[config.mk]
export PLATFORM = sky130hd
export DESIGN_NAME = pix_sink
export DESIGN_NICKNAME = d
export VERILOG_FILES = /design/src/rtl/pix_sink.sv
export SDC_FILE = /design/constraint.sdc
export NUM_CORES = 1
export LEC_CHECK = 0
export BUFFER_PORTS_ARGS = -buffer_cell sky130_fd_sc_hd__buf_2
export CAP_MARGIN = 40
export CELL_PAD_IN_SITES_DETAIL_PLACEMENT = 2
export CELL_PAD_IN_SITES_GLOBAL_PLACEMENT = 2
export CORE_ASPECT_RATIO = 0.8
export CORE_UTILIZATION = 44
export DETAILED_ROUTE_END_ITERATION = 8
export HOLD_SLACK_MARGIN = 0.12
export PLACE_DENSITY_LB_ADDON = 0.05
export SLEW_MARGIN = 0
export SYNTH_ARGS = -nofsm -noshare
export SYNTH_HDL_FRONTEND = slang
export SYNTH_SLANG_ARGS = --single-unit
export TNS_END_PERCENT = 50
[constraint.sdc]
create_clock -name clk -period 8.65 [get_ports clk]
set_input_delay 0.865 -clock clk [delete_from_list [all_inputs] [get_ports clk]]
set_output_delay 0.865 -clock clk [all_outputs]
set_load 0.02 [all_outputs]
[src/rtl/pix_sink.sv]
// pix_sink: strobe/ack pixel-byte sink with FIFO, VGA timing and 2-bit RGB output.
// Optional feature macro: PIX_SINK_UNDERFLOW_RESYNC_EN (underflow drops back to FILL).
module pix_sink #(
  parameter int DEPTH   = 16,
  parameter int ADDR_W  = 4,
  parameter int PREFILL = 8,
  parameter int HA_END  = 639,
  parameter int HS_STA  = 655,
  parameter int HS_END  = 751,
  parameter int LINE    = 799,
  parameter int VA_END  = 479,
  parameter int VS_STA  = 489,
  parameter int VS_END  = 491,
  parameter int SCREEN  = 524
) (
  input  logic              clk,
  input  logic              rst,
  input  logic [7:0]        data_i,
  input  logic              stb_i,
  output logic              ack_o,
  output logic [1:0]        vga_r,
  output logic [1:0]        vga_g,
  output logic [1:0]        vga_b,
  output logic              hsync,
  output logic              vsync,
  output logic              de,
  output logic [9:0]        sx,
  output logic [9:0]        sy,
  output logic [ADDR_W:0]   fifo_level,
  output logic [15:0]       underflow_cnt,
  output logic              dbg_state
);

  localparam logic [9:0]        HA_END_C  = 10'(HA_END);
  localparam logic [9:0]        HS_STA_C  = 10'(HS_STA);
  localparam logic [9:0]        HS_END_C  = 10'(HS_END);
  localparam logic [9:0]        LINE_C    = 10'(LINE);
  localparam logic [9:0]        VA_END_C  = 10'(VA_END);
  localparam logic [9:0]        VS_STA_C  = 10'(VS_STA);
  localparam logic [9:0]        VS_END_C  = 10'(VS_END);
  localparam logic [9:0]        SCREEN_C  = 10'(SCREEN);
  localparam logic [ADDR_W:0]   DEPTH_C   = (ADDR_W+1)'(DEPTH);
  localparam logic [ADDR_W:0]   PREFILL_C = (ADDR_W+1)'(PREFILL);
  localparam logic [ADDR_W:0]   LVL_ONE   = (ADDR_W+1)'(1);
  localparam logic [ADDR_W-1:0] PTR_ONE   = ADDR_W'(1);

  typedef enum logic {ST_FILL = 1'b0, ST_STREAM = 1'b1} state_t;

  state_t              state_q, state_d;
  logic [9:0]          hc_q, hc_d, vc_q, vc_d;
  logic [ADDR_W-1:0]   wr_ptr_q, wr_ptr_d, rd_ptr_q, rd_ptr_d;
  logic [ADDR_W:0]     level_q, level_d;
  logic                ack_q, ack_d;
  logic [5:0]          rgb_q, rgb_d;
  logic                hs_q, hs_d, vs_q, vs_d, de_q, de_d;
  logic [9:0]          sx_q, sx_d, sy_q, sy_d;
  logic [15:0]         uf_q, uf_d;
  logic [5:0]          mem_q [DEPTH];

  logic active, frame_start, go, push, pop, under;

  // Handshake: a byte transfers on a posedge where stb_i && ack_o. ack_o is
  // registered and reflects space after this cycle's push and pop, so a full
  // FIFO deasserts it for the following edge and the writer must hold its byte.
  always_comb begin
    active      = (hc_q <= HA_END_C) && (vc_q <= VA_END_C);
    frame_start = (hc_q == 10'd0) && (vc_q == 10'd0);
    go          = (state_q == ST_STREAM) || (frame_start && (level_q >= PREFILL_C));
    push        = stb_i && ack_q;
    pop         = go && active && (level_q != '0);
    under       = go && active && (level_q == '0);

    hc_d = (hc_q == LINE_C) ? 10'd0 : hc_q + 10'd1;
    vc_d = vc_q;
    if (hc_q == LINE_C) vc_d = (vc_q == SCREEN_C) ? 10'd0 : vc_q + 10'd1;

    wr_ptr_d = push ? wr_ptr_q + PTR_ONE : wr_ptr_q;
    rd_ptr_d = pop  ? rd_ptr_q + PTR_ONE : rd_ptr_q;
    level_d  = level_q;
    case ({push, pop})
      2'b10:   level_d = level_q + LVL_ONE;
      2'b01:   level_d = level_q - LVL_ONE;
      default: level_d = level_q;
    endcase
    ack_d = (level_d < DEPTH_C);

    state_d = state_q;
    if (go) state_d = ST_STREAM;
`ifdef PIX_SINK_UNDERFLOW_RESYNC_EN
    // Losing a pixel abandons the frame; the next frame start realigns it.
    if (under) state_d = ST_FILL;
`endif

    uf_d = uf_q;
    if (under && (uf_q != 16'hFFFF)) uf_d = uf_q + 16'd1;

    rgb_d = pop ? mem_q[rd_ptr_q] : 6'd0;
    hs_d  = !((hc_q >= HS_STA_C) && (hc_q < HS_END_C));
    vs_d  = !((vc_q >= VS_STA_C) && (vc_q < VS_END_C));
    de_d  = active;
    sx_d  = hc_q;
    sy_d  = vc_q;
  end

  always_ff @(posedge clk) begin
    if (rst) begin
      state_q  <= ST_FILL;
      hc_q     <= 10'd0;
      vc_q     <= 10'd0;
      wr_ptr_q <= '0;
      rd_ptr_q <= '0;
      level_q  <= '0;
      ack_q    <= 1'b0;
      rgb_q    <= 6'd0;
      hs_q     <= 1'b1;
      vs_q     <= 1'b1;
      de_q     <= 1'b0;
      sx_q     <= 10'd0;
      sy_q     <= 10'd0;
      uf_q     <= 16'd0;
    end else begin
      state_q  <= state_d;
      hc_q     <= hc_d;
      vc_q     <= vc_d;
      wr_ptr_q <= wr_ptr_d;
      rd_ptr_q <= rd_ptr_d;
      level_q  <= level_d;
      ack_q    <= ack_d;
      rgb_q    <= rgb_d;
      hs_q     <= hs_d;
      vs_q     <= vs_d;
      de_q     <= de_d;
      sx_q     <= sx_d;
      sy_q     <= sy_d;
      uf_q     <= uf_d;
    end
  end

  // Storage needs no reset: the pointers and level define what is valid.
  always_ff @(posedge clk) begin
    if (push) mem_q[wr_ptr_q] <= data_i[7:2];
  end

  assign ack_o         = ack_q;
  assign vga_r         = rgb_q[5:4];
  assign vga_g         = rgb_q[3:2];
  assign vga_b         = rgb_q[1:0];
  assign hsync         = hs_q;
  assign vsync         = vs_q;
  assign de            = de_q;
  assign sx            = sx_q;
  assign sy            = sy_q;
  assign fifo_level    = level_q;
  assign underflow_cnt = uf_q;
  assign dbg_state     = (state_q == ST_STREAM);

endmodule

Yosys cells after proc, flatten, opt, wreduce, memory -nomap -nowiden
Memory sizes are Yosys's and may differ from the RTL's. A register that Yosys moved wholly into a read port is not among the register bits.
Cells that the tools add are included.
{"block": "word_totals", "ramBits": 96, "mem_count": 1, "regBits": 74, "elab_cells": 58, "out_inout_bits": 52}
{"name": "mem_q", "words": 16, "word_bits": 6, "rd": 1, "rd_ports_with_merged_regs": 1, "wr": 1, "line_no": "58", "text": "logic [5:0] mem_q [DEPTH];"}
{"block": "op_classes", "n_addsub": 7, "n_eq_ne": 5, "n_reduce_logical": 19, "muxes": 4, "bitwise": 1, "order_cmp": 8}
{"operator": "$add 10x1->10 const B", "n": 2}
{"operator": "$eq 10x10->1 const B", "n": 2}
{"operator": "$logic_not 10->1", "n": 2}
{"operator": "$add 16x1->16 const B", "n": 1}
{"operator": "$ne 16x16->1 const B", "n": 1}
{"operator": "$ge 10x10->1 const B", "n": 1}
{"operator": "$ge 10x9->1 const B", "n": 1}
{"operator": "$le 10x10->1 const B", "n": 1}
{"operator": "$le 10x9->1 const B", "n": 1}
{"operator": "$logic_and 1x1->1", "n": 10}
{"operator": "$lt 10x10->1 const B", "n": 1}
{"operator": "$lt 10x9->1 const B", "n": 1}
{"operator": "$mux 10", "n": 1}
{"operator": "$pmux 5 s2", "n": 1}
{"operator": "$add 4x1->4 const B", "n": 2}
{"operator": "$add 5x1->5 const B", "n": 1}
{"operator": "$ge 5x4->1 const B", "n": 1}
{"operator": "$logic_not 5->1", "n": 1}
{"operator": "$lt 5x5->1 const B", "n": 1}
{"operator": "$reduce_bool 5->1", "n": 1}
{"operator": "$sub 5x1->5 const B", "n": 1}
{"operator": "$reduce_or 2->1", "n": 2}
{"operator": "$eq 2x1->1 const B", "n": 1}
{"operator": "$eq 2x2->1 const B", "n": 1}
{"operator": "4 further kinds", "n": 6}

Depth between registers and ports, before layout
Gate-level depths: netlist of the first run.
{"block": "logic_depth", "depth_word": 9, "depth_mapped": 17}

Worst setup path after synthesis of the first run
Ideal clock, no wire load.
{"block": "synth_path", "kind": "register -> register", "startpoint": "register hc_q[0]", "endpoint": "register ack_q, in the netlist ack_o", "n_path_buf": 1, "arrival_time_ns": 3.367, "setup_ns": 0.128, "stages_incl_launch_ff": 18, "setup_slack_ns": 5.155, "required_ns": 8.522, "cell_sequence": "dfxtp_1 -> inv_1 -> ha_1 -> or4b_1 -> or4_4 -> o21bai_4 -> nand3_1 -> clkbuf_1 -> inv_1 -> ha_1 -> inv_1 -> fa_1 -> nor2b_1 -> o21ai_0 -> and3_1 -> nor3_1 -> xnor2_1 -> nor2b_1"}
{"block": "synth_between", "elab_chain_cells": 9, "word_cells_on_any_way": 12, "classes_between": "order compare (2); eq/ne (2); mux (1); reduce/logical (7)"}
{"item": "start, declared", "line_no": "50", "text": "logic [9:0] hc_q, hc_d, vc_q, vc_d;"}
{"item": "start signal, assigned", "line_no": "108", "text": "hc_q <= 10'd0;"}
{"item": "start signal, assigned", "line_no": "123", "text": "hc_q <= hc_d;"}
{"item": "parallel branches: the longest is 4 deep, another holds $le 10x10->1"}
{"item": "$logic_and 1x1->1 (*) (2 in a row)", "line_no": "70", "text": "pop = go && active && (level_q != '0);"}
{"item": "via pop", "line_no": "60", "text": "logic active, frame_start, go, push, pop, under;"}
{"item": "$eq 2x1->1 or $eq 2x2->1 (tied branches)", "line_no": "80", "text": "case ({push, pop})"}
{"item": "$pmux 5 s2 (*)", "line_no": "80"}
{"item": "$lt 5x5->1 (*)", "line_no": "85", "text": "ack_d = (level_d < DEPTH_C);"}
{"item": "end signal, assigned", "line_no": "128", "text": "ack_q <= ack_d;"}
{"item": "end, declared", "line_no": "53", "text": "logic ack_q, ack_d;"}
Mark *: on every way through the listed nets, which the timed path passes.
A chain may end at the register's enable or synchronous reset.

Worst setup path in the final report of the first run
{"block": "layout_path", "startpoint": "register vc_q[0], in the netlist sy_d[0]", "endpoint": "register ack_q, in the netlist ack_o"}
{"block": "layout_between", "elab_chain_cells": 9, "word_cells_on_any_way": 12, "classes_between": "order compare (2); eq/ne (2); mux (1); reduce/logical (7)"}
{"item": "start, declared", "line_no": "50"}
{"item": "start signal, assigned", "line_no": "124", "text": "vc_q <= vc_d;"}
{"item": "parallel branches: the longest is 4 deep, another holds $le 10x9->1"}
{"item": "$logic_and 1x1->1 (*) (2 in a row)", "line_no": "70"}
{"item": "via pop", "line_no": "60"}
{"item": "$eq 2x1->1 or $eq 2x2->1 (tied branches)", "line_no": "80"}
{"item": "$pmux 5 s2 (*)", "line_no": "80"}
{"item": "$lt 5x5->1 (*)", "line_no": "85"}
Marks and branches as above.

==> results.py, run 1 <==
metrics = {
    "outcome": {
        "status": "finished clean",
    },
    "clock_network": {
        "clock_latency_ns": 0.43,
        "cts_tree": "done",
        "clkTransAtPathRegs_ns": 0.07,
        "ctsLongestPathBuffers": 2,
        "hold_fix_buffer_count_after_cts": 0,
        "numCtsBuffers": 17,
        "clock_tree.root_cell": "sky130_fd_sc_hd__clkbuf_16",
        "post_cts_resized": 0,
        "cts_num_sinks": 176,
        "postCtsSetupBuffers": 0,
        "cts_htree_levels": 4,
    },
    "synth": {
        "count_of_flip_flops_with_a_built_in_enable_after_synthesis": 96,
        "syn_inst": 535,
        "synth.lib_cells_used.distinct": 44,
        "synth_common_cells": "sky130_fd_sc_hd__edfxtp_1 (96), sky130_fd_sc_hd__dfxtp_1 (80), sky130_fd_sc_hd__nor2_1 (61)",
        "async_reset_ff_share_pct": 0,
        "syn-cell-area_mm2": 0.00708,
        "yosysTopAreaCell": "sky130_fd_sc_hd__edfxtp_1",
        "yosysWarningCount": 0,
        "synth_sequential_area_ratio_pct": 63.3,
        "net_count_after_synthesis": 563,
        "synth.area.top_cells": "sky130_fd_sc_hd__edfxtp_1 (41%), sky130_fd_sc_hd__dfxtp_1 (23%), sky130_fd_sc_hd__mux4_2 (9.5%), sky130_fd_sc_hd__nor2_1 (3.2%), sky130_fd_sc_hd__ha_1 (2.8%)",
        "synth_top_flop_cell": "sky130_fd_sc_hd__edfxtp_1",
        "yosys_register_bits": 176,
        "yosysMostFrequentCell": "sky130_fd_sc_hd__edfxtp_1",
        "syn_avg_cell_area_um2": 13.2,
        "synth_top_cell_area_share_pct": 40.7,
    },
    "cells_and_area": {
        "postLayoutCellArea_mm2": 0.00822,
        "final_util_pct": 52.2,
        "post_route_cells_drive_above_1_share_pct": 22.0,
        "final-instance-count-excl-fill": 819,
        "area.growth.synth_to_final_pct": 16.0,
        "design.final.nets": 619,
        "layout.area.seq_mm2": 0.00448,
        "multi_input_comb_area_mm2": 0.00241,
        "n_antenna_cell": 0,
        "fillerInstances": 1508,
    },
    "timing": {
        "timing_max_transition_violations_final": 0,
        "portion_of_the_clock_cycle_consumed_by_the_worst_path_in_the_final_layout_pct": 50.5,
        "achievable-frequency_mhz": 229,
        "min_period_ns": 4.37,
        "grt_setup_unrepaired": "false",
        "finalSetupViolCount": 0,
        "maxSlewHeadroom_pct": 46.7,
        "final-hold-violation-count": 0,
        "worstMarginPinSlew_ns": 0.797,
        "final_critical_path_setup_slack_ns": 4.28,
        "skew_ns": 0.0122,
        "setup-tns-final_ns": 0,
    },
    "setup_path": {
        "cp_data_required_time_ns": 8.94,
        "ff2ff_path_depth": 16,
        "internal_reg_to_reg_setup_slack_ns": 4.28,
        "cp.arrival_ns": 4.66,
        "setup.worst_path.start_class": "flop",
        "crit_path_start": "sy_d[0]",
        "worstReg2RegEnd": "ack_o",
        "r2r_start": "sy_d[0]",
        "crit_path_max_fanout": 11,
        "end_kind": "flop",
        "setup.worst_path.class": "flop to flop",
    },
    "floorplanning": {
        "floorplan.initialDensity_pct": 45.0,
        "die_outline_width_um": 144,
        "core-area_mm2": 0.0157,
        "die_h_um": 115,
        "dieArea_mm2": 0.0166,
        "fp-row-count": 41,
        "io-pin-count": 63,
    },
    "placed_design": {
        "port_buffers": 60,
        "gp_congestion": 0.772,
        "post_place_worst_slack_ns": 4.39,
        "dpl-instance-area_mm2": 0.00758,
        "dp_cells": 787,
        "dp.final_hpwl_um": 13200,
    },
    "flow_run": {
        "drv_cap": 0,
    },
    "power_and_ir_drop": {
        "worst_vdd_ir_mv": 0.132,
        "power-per-cell-area_mw_per_mm2": 212,
        "leakagePower_nw": 2.94,
    },
    "global_route": {
        "grt_first_pass_wirelength_um": 29800,
        "grt_util_all_layers_pct": 25.2,
        "grt_start_max_net_pins": 65,
        "antenna_found_initial": 0,
        "grt_overflow_total": 0,
        "vias_in_the_first_global_route": 4927,
    },
    "min_path": {
        "holdPathStages": 1,
        "holdCritStartpoint": "hc_q[0]",
        "hold-path-endpoint": "hc_q[0]",
        "hold_class": "flop to flop",
    },
    "route": {
        "first_pass_iteration_count_of_the_detailed_router": 4,
        "drc": 0,
        "drt.antenna.violating_nets": 0,
        "avgRoutedWirePerCell_um": 23.7,
        "detailroute.via_count": 4526,
        "post_drt_via_cell_ratio": 5.53,
        "route.final.wire_length_um": 19400,
        "dr.first_iter.drc_count": 252,
    },
}
registers in the layout, summed over array words and instances (netlist names), 4 cells and up, named ones only:
| signal | flops |
|---|---|
| hc_q | 10 |
| sx | 10 |
| sy | 10 |
| sy_d | 10 |
| rd_ptr_q | 4 |
| rgb_q | 6 |
| wr_ptr_q | 4 |
| underflow_cnt | 16 |
| fifo_level | 4 |
| mem_q | 96 |
area by class of cell:
| type | count | share of cell area (%) |
|---|---|---|
| Clock buffer | 28 | 7.48 |
| Sequential cell | 176 | 54.6 |
| Clock inverter | 4 | 0.305 |
| Inverter | 19 | 0.868 |
| Timing Repair Buffer | 67 | 4.17 |
| Tap cell | 215 | 3.27 |
| Multi-Input combinational cell | 310 | 29.3 |
cell families (layout without fill, tap and decap cells):
family / after synthesis / count (layout) / share of synthesized area (%)
AND/OR/NAND/NOR: 188 / 188 / 13.9
flip-flops: 176 / 176 / 63.3
buffers and inverters: 49 / 118 / 2.67
AO/OA/AOI/OAI: 47 / 47 / 3.99
multiplexers: 33 / 33 / 9.96
XOR/XNOR: 25 / 25 / 3.09
adder cells (fa/ha/maj): 17 / 17 / 3.11
critical path, stage by stage (launching register included):
cell and delay (ns):
sky130_fd_sc_hd__dfxtp_1 0.37, sky130_fd_sc_hd__inv_1 0.17, sky130_fd_sc_hd__ha_1 0.17, sky130_fd_sc_hd__or4b_1 0.46, sky130_fd_sc_hd__nor3_1 0.41, sky130_fd_sc_hd__o21a_2 0.26, sky130_fd_sc_hd__nand3_1 0.49, sky130_fd_sc_hd__inv_1 0.22
sky130_fd_sc_hd__ha_1 0.26, sky130_fd_sc_hd__inv_1 0.10, sky130_fd_sc_hd__fa_1 0.39, sky130_fd_sc_hd__nor2b_1 0.18, sky130_fd_sc_hd__o21ai_0 0.12, sky130_fd_sc_hd__and3_1 0.20, sky130_fd_sc_hd__nor3_1 0.19, sky130_fd_sc_hd__xnor2_1 0.11
sky130_fd_sc_hd__nor2b_1 0.13
power by group:
| part | total (mW) | switching, mW | leakage [nW] | internal, mW |
|---|---|---|---|---|
| Combinational | 0.0431 | 0.0307 | 1.11 | 0.0124 |
| Clock | 0.811 | 0.324 | 0.318 | 0.488 |
| Sequential | 0.891 | 0.00501 | 1.51 | 0.886 |
| Total | 1.75 | 0.359 | 2.94 | 1.39 |
routing by layer:
layer	part of all wire (%)	routed length [um]	up-vias	track usage [%]
met5	0	0	-	0
met4	1.9	373	0	8.44
met3	4.5	873	22	5.91
met2	50	9760	107	42.3
met1	43	8420	2329	32.4
li1	-	-	2068	-
worst max-delay path by stage:
stage	slack, ns	depth (start not counted)	end
4_1_cts	4.19	16	ack_o
3_5_place_dp	4.39	16	ack_o
6_report	4.28	16	ack_o
3_3_place_gp	4.53	16	ack_o
2_1_floorplan	5.16	17	ack_o
5_1_grt	3.94	16	ack_o
per-stage QoR:
stage	hold WS, ns	power (mW)
global placement	0.455	0.948
CTS	0.500	1.76
detailed placement	0.471	0.953
floorplan	0.441	0.931
finish	0.492	1.75
global route	0.521	1.80
layout by cell type (no fill, tap or decap), types with 4 or more instances in the layout:
master	n
sky130_fd_sc_hd__nor3_1	15
sky130_fd_sc_hd__edfxtp_1	96
sky130_fd_sc_hd__dfxtp_1	80
sky130_fd_sc_hd__and4_1	5
sky130_fd_sc_hd__nand3_1	12
sky130_fd_sc_hd__mux4_2	30
sky130_fd_sc_hd__o21ai_0	12
sky130_fd_sc_hd__buf_2	64
sky130_fd_sc_hd__xor2_1	17
sky130_fd_sc_hd__nor2b_1	18
sky130_fd_sc_hd__xnor2_1	8
sky130_fd_sc_hd__ha_1	16
sky130_fd_sc_hd__inv_1	19
sky130_fd_sc_hd__clkbuf_16	23
sky130_fd_sc_hd__a21oi_1	22
sky130_fd_sc_hd__nand2_1	22
sky130_fd_sc_hd__or4_1	4
sky130_fd_sc_hd__nor2_1	61
sky130_fd_sc_hd__or3_1	12
sky130_fd_sc_hd__and3_1	4
sky130_fd_sc_hd__nand4_1	13
sky130_fd_sc_hd__nor3b_1	6
No activity file was read; power rests on OpenSTA's default activity.
==> inputs of run 2 (changes only) <==
--- a/config.mk
+++ b/config.mk
@@ -10,7 +10,7 @@
 export CELL_PAD_IN_SITES_DETAIL_PLACEMENT = 2
 export CELL_PAD_IN_SITES_GLOBAL_PLACEMENT = 2
 export CORE_ASPECT_RATIO = 0.8
-export CORE_UTILIZATION = 44
+export CORE_UTILIZATION = 37
 export DETAILED_ROUTE_END_ITERATION = 8
 export HOLD_SLACK_MARGIN = 0.12
 export PLACE_DENSITY_LB_ADDON = 0.05
==> constraint.sdc (replaced) <==
create_clock -name clk -period 3.9 [get_ports clk]
set_input_delay 0.39 -clock clk [delete_from_list [all_inputs] [get_ports clk]]
set_output_delay 0.39 -clock clk [all_outputs]
set_load 0.02 [all_outputs]
==> results.py, run 2 (synthesized netlist as in run 1, its figures left out) <==
metrics = {
    "setup_path": {
        "setup.worst_path.start_class": "flop",
        "setup.worst_path.class": "flop to flop",
        "cp_data_required_time_ns": 4.26,
        "cp_cell_sequence": "inv_1 -> ha_1 -> or4b_1 -> or4_4 -> o21bai_4 -> nand3_1 -> inv_1 -> ha_2 -> inv_1 -> fa_1 -> nor2b_2 -> o21ai_0 -> and3_1 -> nor3_2 -> xnor2_1 -> nor2b_1",
        "timing.critical_path.slowest_stage_cell": "sky130_fd_sc_hd__or4b_1",
        "r2r_start": "hc_q[0]",
        "crit_path_max_fanout": 5,
        "cp.arrival_ns": 4.01,
        "cp_slowest_stage_delay_ns": 0.47,
        "internal_reg_to_reg_setup_slack_ns": 0.25,
        "worstReg2RegEnd": "ack_o",
        "critPathMostFrequentCell": "sky130_fd_sc_hd__inv_1",
        "end_kind": "flop",
        "ff2ff_path_depth": 16,
    },
    "clock_network": {
        "hold_fix_buffer_count_after_cts": 0,
        "numCtsBuffers": 17,
        "cts_num_sinks": 176,
        "clock_latency_ns": 0.43,
        "post_cts_resized": 0,
        "ctsLongestPathBuffers": 2,
        "postCtsSetupBuffers": 0,
        "clock_tree.root_cell": "sky130_fd_sc_hd__clkbuf_16",
        "cts_tree": "done",
        "clkTransAtPathRegs_ns": 0.07,
        "cts_htree_levels": 4,
    },
    "global_route": {
        "vias_in_the_first_global_route": 4867,
        "global_route.usage.met1_pct": 28.7,
        "antenna_found_initial": 0,
        "grt_overflow_total": 0,
        "grt.met3_usage_pct": 3.82,
        "grt_util_all_layers_pct": 19.5,
        "met2_track_utilization_from_global_routing_pct": 29.5,
        "grt_start_max_net_pins": 39,
        "grt_first_pass_wirelength_um": 28500,
        "busiest_layer": "met2",
    },
    "min_path": {
        "hold_class": "input pin to flop",
        "holdPathStages": 1,
        "hold-path-endpoint": "mem_q[2][4]",
        "holdCritStartpoint": "data_i[6]",
    },
    "route": {
        "route.final.wire_length_um": 18000,
        "drt.antenna.violating_nets": 0,
        "first_pass_iteration_count_of_the_detailed_router": 4,
        "dr.first_iter.drc_count": 293,
        "avgRoutedWirePerCell_um": 20.9,
        "detailroute.via_count": 4451,
        "drc": 0,
        "post_drt_via_cell_ratio": 5.18,
    },
    "timing": {
        "final-hold-violation-count": 0,
        "maxSlewHeadroom_pct": 50.1,
        "portion_of_the_clock_cycle_consumed_by_the_worst_path_in_the_final_layout_pct": 93.6,
        "grt_setup_unrepaired": "false",
        "final_critical_path_setup_slack_ns": 0.251,
        "worstMarginPinSlew_ns": 0.746,
        "min_period_ns": 3.65,
        "finalSetupViolCount": 0,
        "timing_max_transition_violations_final": 0,
        "achievable-frequency_mhz": 274,
        "setup-tns-final_ns": 0,
        "skew_ns": 0.00826,
    },
    "floorplanning": {
        "core-area_mm2": 0.0184,
        "dieArea_mm2": 0.0197,
        "fp-row-count": 44,
        "die_outline_width_um": 157,
        "io-pin-count": 63,
        "floorplan.initialDensity_pct": 38.4,
        "die_h_um": 126,
    },
    "cells_and_area": {
        "flip_flop_count_of_the_largest_register_all_copies_and_words_added": 96,
        "design.final.nets": 622,
        "registers.top_by_ff_count": "mem_q",
        "final_common_cell": "sky130_fd_sc_hd__edfxtp_1",
        "commonest_non_fill_non_tap_cells_in_the_layout": "sky130_fd_sc_hd__edfxtp_1 (96), sky130_fd_sc_hd__dfxtp_1 (80), sky130_fd_sc_hd__buf_2 (63)",
        "post_route_cells_drive_above_1_share_pct": 23.2,
        "area.growth.synth_to_final_pct": 16.3,
        "n_antenna_cell": 0,
    },
    "placed_design": {
        "port_buffers": 60,
        "gp_congestion": 0.788,
        "dp.final_hpwl_um": 12400,
        "post_place_worst_slack_ns": 0.198,
    },
    "power_and_ir_drop": {
        "leakagePower_nw": 2.91,
        "worst_vdd_ir_mv": 0.276,
        "power-per-cell-area_mw_per_mm2": 454,
    },
    "outcome": {
        "status": "finished clean",
    },
    "flow_run": {
        "drv_cap": 0,
    },
}
## run 2: cell types whose count changed in the layout (fill, tap and decap cells not counted), moves of 3 or more
cell,previous run,this run
sky130_fd_sc_hd__inv_6,0,5
sky130_fd_sc_hd__buf_4,3,7
sky130_fd_sc_hd__clkinvlp_4,0,3
sky130_fd_sc_hd__clkbuf_16,23,17
## run 2: critical path, delay by kind of cell (launching register included)
| family | cells | cell delay [ns] |
|---|---|---|
| fa+ha+maj | 3 | 0.77 |
| xor+xnor | 1 | 0.18 |
| simple gates | 7 | 1.71 |
| buf+inv | 3 | 0.27 |
| compound gates | 2 | 0.30 |
| flops | 1 | 0.35 |
## run 2: worst max-delay path by stage
stage,startpoint,to,cells after the start
finish,hc_q[0],ack_o,16
global route,hc_q[0],ack_o,16
CTS,hc_q[0],ack_o,16
detailed placement,hc_q[1],ack_o,16
global placement,hc_q[0],ack_o,16
floorplan,hc_q[0],ack_o,17
## run 2: per-layer routing
layer,up-vias,wire (um)
met5,-,0
met4,0,131
met3,10,825
met2,105,8130
met1,2270,8920
li1,2066,-
## run 2: final cells by class
| cell class | instances | area (um2) |
|---|---|---|
| clock buffer | 20 | 447 |
| clock inverter | 12 | 125 |
| fill | 1820 | 10200 |
| inverter | 19 | 71.3 |
| multi-input combinational | 310 | 2430 |
| sequential | 176 | 4480 |
| tap | 253 | 317 |
| timing repair buffer | 70 | 368 |
## run 2: through the flow
stage | power [mW] | instances | instance area, um2 | hold WS, ns | utilization (%)
after floorplan | 2.07 | 535 | 7080 | 0.441 | -
after global placement | 2.10 | 825 | 7640 | 0.456 | 41.4
after detailed placement | 2.11 | 828 | 7650 | 0.485 | 41.5
after CTS | 3.78 | 860 | 8220 | 0.354 | 44.6
after global routing | 3.86 | 860 | 8240 | 0.365 | 44.7
final | 3.74 | 860 | 8240 | 0.365 | 44.7
## run 2: report_power, final
group / internal (mW) / switching [mW]
Combinational: 0.0280 / 0.0657
Sequential: 1.96 / 0.0113
Clock: 0.914 / 0.755
